## config.mk

```make
export PLATFORM = sky130hd
export DESIGN_NAME = rx_serial_param
export DESIGN_NICKNAME = d
export VERILOG_FILES = /design/src/rtl/rx_serial_param.sv
export SDC_FILE = /design/constraint.sdc
export NUM_CORES = 1
export LEC_CHECK = 0
export BUFFER_PORTS_ARGS = -buffer_cell sky130_fd_sc_hd__buf_2
export CAP_MARGIN = 0
export CORE_MARGIN = 5
export CORE_UTILIZATION = 25
export DETAILED_ROUTE_END_ITERATION = 10
export PLACE_DENSITY_LB_ADDON = 0.15
export SETUP_SLACK_MARGIN = 0.3
export SYNTH_ARGS = -nofsm -noshare
export SYNTH_HDL_FRONTEND = slang
export SYNTH_SLANG_ARGS = --single-unit
export TNS_END_PERCENT = 5
```

## constraint.sdc

```tcl
create_clock -name clock -period 2.2 [get_ports clock]
set_input_delay 0.44 -clock clock [delete_from_list [all_inputs] [get_ports clock]]
set_output_delay 0.44 -clock clock [all_outputs]
set_load 0.1 [all_outputs]
```

## src/rtl/rx_serial_param.sv

```systemverilog
// Parameterised UART-style serial receiver: 2-flop input synchroniser, mid-bit
// sampling FSM, and a hand-shaked output word with parity/frame/overrun flags.
module rx_serial_param #(
  parameter int DATA_BITS    = 7,
  parameter int PARITY       = 1,
  parameter int STOP_BITS    = 1,
  parameter int CLKS_PER_BIT = 5208
) (
  input  logic                 clock,
  input  logic                 reset,
  input  logic                 RX,
  input  logic                 recebe,
  output logic [DATA_BITS-1:0] dados,
  output logic                 pronto,
  output logic                 erro_paridade,
  output logic                 erro_frame,
  output logic                 overrun,
  output logic                 ocupado,
  output logic [2:0]           db_estado
);

  localparam int CW = $clog2(CLKS_PER_BIT);
  localparam logic [CW-1:0] FULL_LAST = CW'(CLKS_PER_BIT - 1);
  localparam logic [CW-1:0] HALF_LAST = CW'(CLKS_PER_BIT / 2 - 1);
  localparam logic [3:0]    DATA_LAST = 4'(DATA_BITS - 1);
  localparam logic [3:0]    STOP_LAST = 4'(STOP_BITS - 1);

  localparam logic [2:0] IDLE        = 3'd0;
  localparam logic [2:0] START       = 3'd1;
  localparam logic [2:0] DATA        = 3'd2;
  localparam logic [2:0] PARIDADE    = 3'd3;
  localparam logic [2:0] STOP        = 3'd4;
  localparam logic [2:0] ENTREGA     = 3'd5;
  localparam logic [2:0] ESPERA_ALTO = 3'd6;

  logic [2:0]           state;
  logic                 rx_meta;
  logic                 rx_sync;
  logic [CW-1:0]        cyc_cnt;
  logic [3:0]           bit_cnt;
  logic [DATA_BITS-1:0] shift_reg;
  logic                 par_err;
  logic                 frm_err;
  logic                 par_calc;

  // Synchroniser resets to the idle level so reset release never looks like a start bit.
  always_ff @(posedge clock or negedge reset) begin
    if (!reset) begin
      rx_meta <= 1'b1;
      rx_sync <= 1'b1;
    end else begin
      rx_meta <= RX;
      rx_sync <= rx_meta;
    end
  end

  assign par_calc = (^shift_reg) ^ rx_sync;

  always_ff @(posedge clock or negedge reset) begin
    if (!reset) begin
      state     <= IDLE;
      cyc_cnt   <= '0;
      bit_cnt   <= '0;
      shift_reg <= '0;
      par_err   <= 1'b0;
      frm_err   <= 1'b0;
    end else begin
      case (state)
        IDLE: begin
          cyc_cnt <= '0;
          bit_cnt <= '0;
          if (!rx_sync) begin
            state   <= START;
            par_err <= 1'b0;
            frm_err <= 1'b0;
          end
        end
        // Half-bit check rejects glitches and aligns later samples to mid-bit.
        START: begin
          if (cyc_cnt == HALF_LAST) begin
            cyc_cnt <= '0;
            state   <= rx_sync ? IDLE : DATA;
          end else begin
            cyc_cnt <= cyc_cnt + 1'b1;
          end
        end
        DATA: begin
          if (cyc_cnt == FULL_LAST) begin
            cyc_cnt   <= '0;
            shift_reg <= {rx_sync, shift_reg[DATA_BITS-1:1]};
            if (bit_cnt == DATA_LAST) begin
              bit_cnt <= '0;
              state   <= (PARITY != 0) ? PARIDADE : STOP;
            end else begin
              bit_cnt <= bit_cnt + 1'b1;
            end
          end else begin
            cyc_cnt <= cyc_cnt + 1'b1;
          end
        end
        PARIDADE: begin
          if (cyc_cnt == FULL_LAST) begin
            cyc_cnt <= '0;
            par_err <= (PARITY == 2) ? ~par_calc : par_calc;
            state   <= STOP;
          end else begin
            cyc_cnt <= cyc_cnt + 1'b1;
          end
        end
        STOP: begin
          if (cyc_cnt == FULL_LAST) begin
            cyc_cnt <= '0;
            if (!rx_sync) frm_err <= 1'b1;
            if (bit_cnt == STOP_LAST) begin
              bit_cnt <= '0;
              state   <= ENTREGA;
            end else begin
              bit_cnt <= bit_cnt + 1'b1;
            end
          end else begin
            cyc_cnt <= cyc_cnt + 1'b1;
          end
        end
        // A line still low after the frame is a break; wait for idle so it yields one word.
        ENTREGA:     state <= rx_sync ? IDLE : ESPERA_ALTO;
        ESPERA_ALTO: if (rx_sync) state <= IDLE;
        default:     state <= IDLE;
      endcase
    end
  end

  // A new word always wins over an acknowledge arriving in the same cycle.
  always_ff @(posedge clock or negedge reset) begin
    if (!reset) begin
      dados         <= '0;
      pronto        <= 1'b0;
      erro_paridade <= 1'b0;
      erro_frame    <= 1'b0;
      overrun       <= 1'b0;
    end else if (state == ENTREGA) begin
      dados         <= shift_reg;
      erro_paridade <= (PARITY != 0) && par_err;
      erro_frame    <= frm_err;
      pronto        <= 1'b1;
      overrun       <= pronto && !recebe;
    end else if (recebe && pronto) begin
      pronto  <= 1'b0;
      overrun <= 1'b0;
    end
  end

  assign ocupado   = (state != IDLE);
  assign db_estado = state;

endmodule

```

==> results.toml <==
[synthesis]
syn_inst = 211
yosys.area.top_type = "sky130_fd_sc_hd__dfrtp_1"
synth_warn = 0
synth_commonest_cells = "sky130_fd_sc_hd__dfrtp_1, sky130_fd_sc_hd__nor2_1, sky130_fd_sc_hd__nand2_1"
synth.most_common_cell = "sky130_fd_sc_hd__dfrtp_1"
largest_family_of_logic_cells_by_synthesized_area = "simple AND/OR/NAND/NOR gates"
synth_edf_count = 0
ys_types = 53
area_fraction_in_and_or_nand_and_nor_cells_after_synthesis = 0.195
async_flop_share = 1.00
avgSynthCellArea_um2 = 10.5
synth_compound_gate_area_share = 0.127
mappedNetlistNets = 219
syn_area_um2 = 2220
synthAdderAreaFrac = 0.0226
synth_largest_type_area_fraction = 0.451
netlist_top_cells_area = "sky130_fd_sc_hd__dfrtp_1, sky130_fd_sc_hd__mux2_4, sky130_fd_sc_hd__mux2_2"
synth.area.mux_share = 0.102
prevailing_post_synth_register_cell = "sky130_fd_sc_hd__dfrtp_1"
synth_seq_cells = 42
post_synth_xor_area_fraction = 0.0355
ys_seq_area_frac = 0.475

[timing]
fin_skew_ps = 13.9
worst-slew-pin-transition_ps = 548
max_freq_ghz = 0.515
finalSetupTns_ps = 0
finalMaxSlewViolations = 0
rsz0062_at_grt = "yes"
timing.final.setup_violations = 0
share_of_the_clock_period_used_by_the_worst_path = 0.883
layout_min_cycle_time_ps = 1940
timing_hold_violations_final = 0
slew-limit-headroom = 0.634

[detailed_routing]
dr_wl_met2_mm = 2.32
highest_layer = "met4"
drt_pass1_iterations = 4
postRouteAntennaNets = 0
avgRoutedWirePerCell_um = 14.3
route.layer.met1.wl_mm = 2.40
wl_met3_um = 135
vias_per_cell = 4.61
drc = 0
via_count = 1581
routed_wl_mm = 4.90
initialDrtViolationCount = 56

[die]
pin_count = 19
initial_utilization = 0.256
fp-row-count = 34
core_area_um2 = 8680
chipWidth_um = 104
die_area_um2 = 10900
floorplan.die.height_um = 104

[cts]
cts-htree-levels = 2
ctsHoldBuffers = 0
cts_inserted_buffers = 5
root_buffer = "sky130_fd_sc_hd__clkbuf_8"
clk_latency_ps = 300
tritoncts_num_sinks = 42
cts_setup_buffers = 0
cts_tree = "built"
path_clk_slew_ps = 90
cts_max_path_buffers = 2

[global_routing]
overflow = 0
grt.total_usage = 0.0948
wire_length_of_the_first_global_routing_pass_mm = 8.56
grt_pass1_vias = 1673
grt_antenna_before_repair = 0
grt_start_max_net_pins = 23

[power]
pwr-share-clk = 0.390
cellPowerDensity_nw_per_um2 = 520
swShare = 0.247
seqPwrFrac = 0.579
power.combinational.fraction = 0.031
worst_ir_drop_vdd_uv = 216
post-layout-total-power_mw = 1.35
p_int_mw = 1.01
leakage_nw = 1.21
power_switching_uw = 333

[place]
dpl_cell_area_um2 = 2480
finalWeightedCongestion = 0.755
detailedPlacementHpwl_mm = 3.48
port-buffer-count = 18

[run]
max_cap_violations = 0

[layout]
design.final.nets = 242
largest_reg_flops = 13
layout-drive-gt1-share = 0.294
antenna-diode-count = 0
finish.instance_area_um2 = 2590
synthToLayoutAreaGrowth_pct = 16.8

[outcome]
result_of_the_run = "finished, final reports clean"

[setup_path]
path_cells = "ha_1, and4bb_1, nand4_2, or4_4, mux2_4"
worst_path_dominant_cell_family = "simple AND/OR/NAND/NOR gates"
critical-path-max-stage-delay_ps = 540
startpoint_type = "register"
category_of_the_worst_setup_path_capture_point = "register"
worstPathRequired_ps = 2390
worstSetupPathType = "reg -> reg"
worst-endpoint-arrival_ps = 2130
cell_with_the_biggest_individual_delay_on_the_critical_path = "sky130_fd_sc_hd__or4_4"
worst-path-max-fanout = 7
critical_path_buf_inv_count = 0

[min_path]
worst_hold_path_type = "in -> async"
worst reg2reg max path, delay by kind of cell, from the launching register on:
kind | cells | cell delay (ps)
and+or+nand+nor | 3 | 900
adders and majority gates | 1 | 210
muxes | 1 | 330
DFF | 1 | 410
placed cells by master (no fill, tap or decap), drive strengths merged, types with 2 or more instances in the layout:
cell / n
dfstp: 2
nand2: 12
dfrtp: 40
clkbuf: 5
mux2: 16
a21oi: 11
mux2i: 2
nor2b: 5
nand3b: 2
xor2: 2
clkinvlp: 2
nand3: 9
nor2: 16
and4bb: 3
a31oi: 5
nor3: 6
a21o: 2
and2: 2
or2: 2
a22o: 2
ha: 4
nor4b: 2
nand4: 5
xnor2: 7
inv: 10
and3: 4
buf: 28
o21ai: 10
timing repair:
item / in CTS / in global routing
resized for setup: 2 / 1
endpoints found under the setup margin: 22 / 24
pin swaps: 0 / 1
gates cloned: 0 / 0
cell type report:
type                       count  area, um2
timing repair buffer          28        178
clock inverter                 3       23.8
tap                          108        135
inverter                       9       33.8
sequential                    42       1060
clock buffer                   5       68.8
fill                         913       6090
multi-input combinational    148       1090
final timing paths:
check	start	end	slack [ps]	depth (start not counted)
worst min-delay path	reset	dados[3]	120	1
min in group clock	RX	rx_meta	240	1
max in group asynchronous	reset	rx_sync	1490	2
worst max register to register	cyc_cnt[0]	shift_reg[2]	260	5
worst min register to register	rx_meta	rx_sync	360	0
worst max-delay path	cyc_cnt[0]	shift_reg[2]	260	5
layer usage:
metal	track usage	vias up
met3	0.0230	5
met4	0.0250	0
li1	-	806
met1	0.124	757
met5	0	-
met2	0.157	13
power groups by stage:
stage | sequential (mW) | clock [mW] | combinational (mW)
floorplan | 0.803 | 0 | 0.00820
global placement | 0.795 | 0 | 0.0436
detailed placement | 0.795 | 0 | 0.0434
CTS | 0.780 | 0.552 | 0.0433
global route | 0.781 | 0.576 | 0.0470
finish | 0.780 | 0.525 | 0.0414
cells by family (layout without fill, tap and decap cells):
logic type               count (synthesis)  in the layout
XOR/XNOR                                 9              9
adder cells (fa/ha/maj)                  4              4
multiplexers                            18             18
flip-flops                              42             42
AND/OR/NAND/NOR                         74             74
buffers and inverters                   21             45
AO/OA/AOI/OAI                           43             43
through the flow:
stage	util	hold slack, ps	worst slack, ps	std cells
after floorplan	-	144	298	211
after global placement	0.286	350	104	335
after detailed placement	0.286	352	44.4	335
after CTS	0.297	123	264	343
after global routing	0.299	146	131	343
final	0.299	115	257	343
Power figures use the tool's default switching activity.
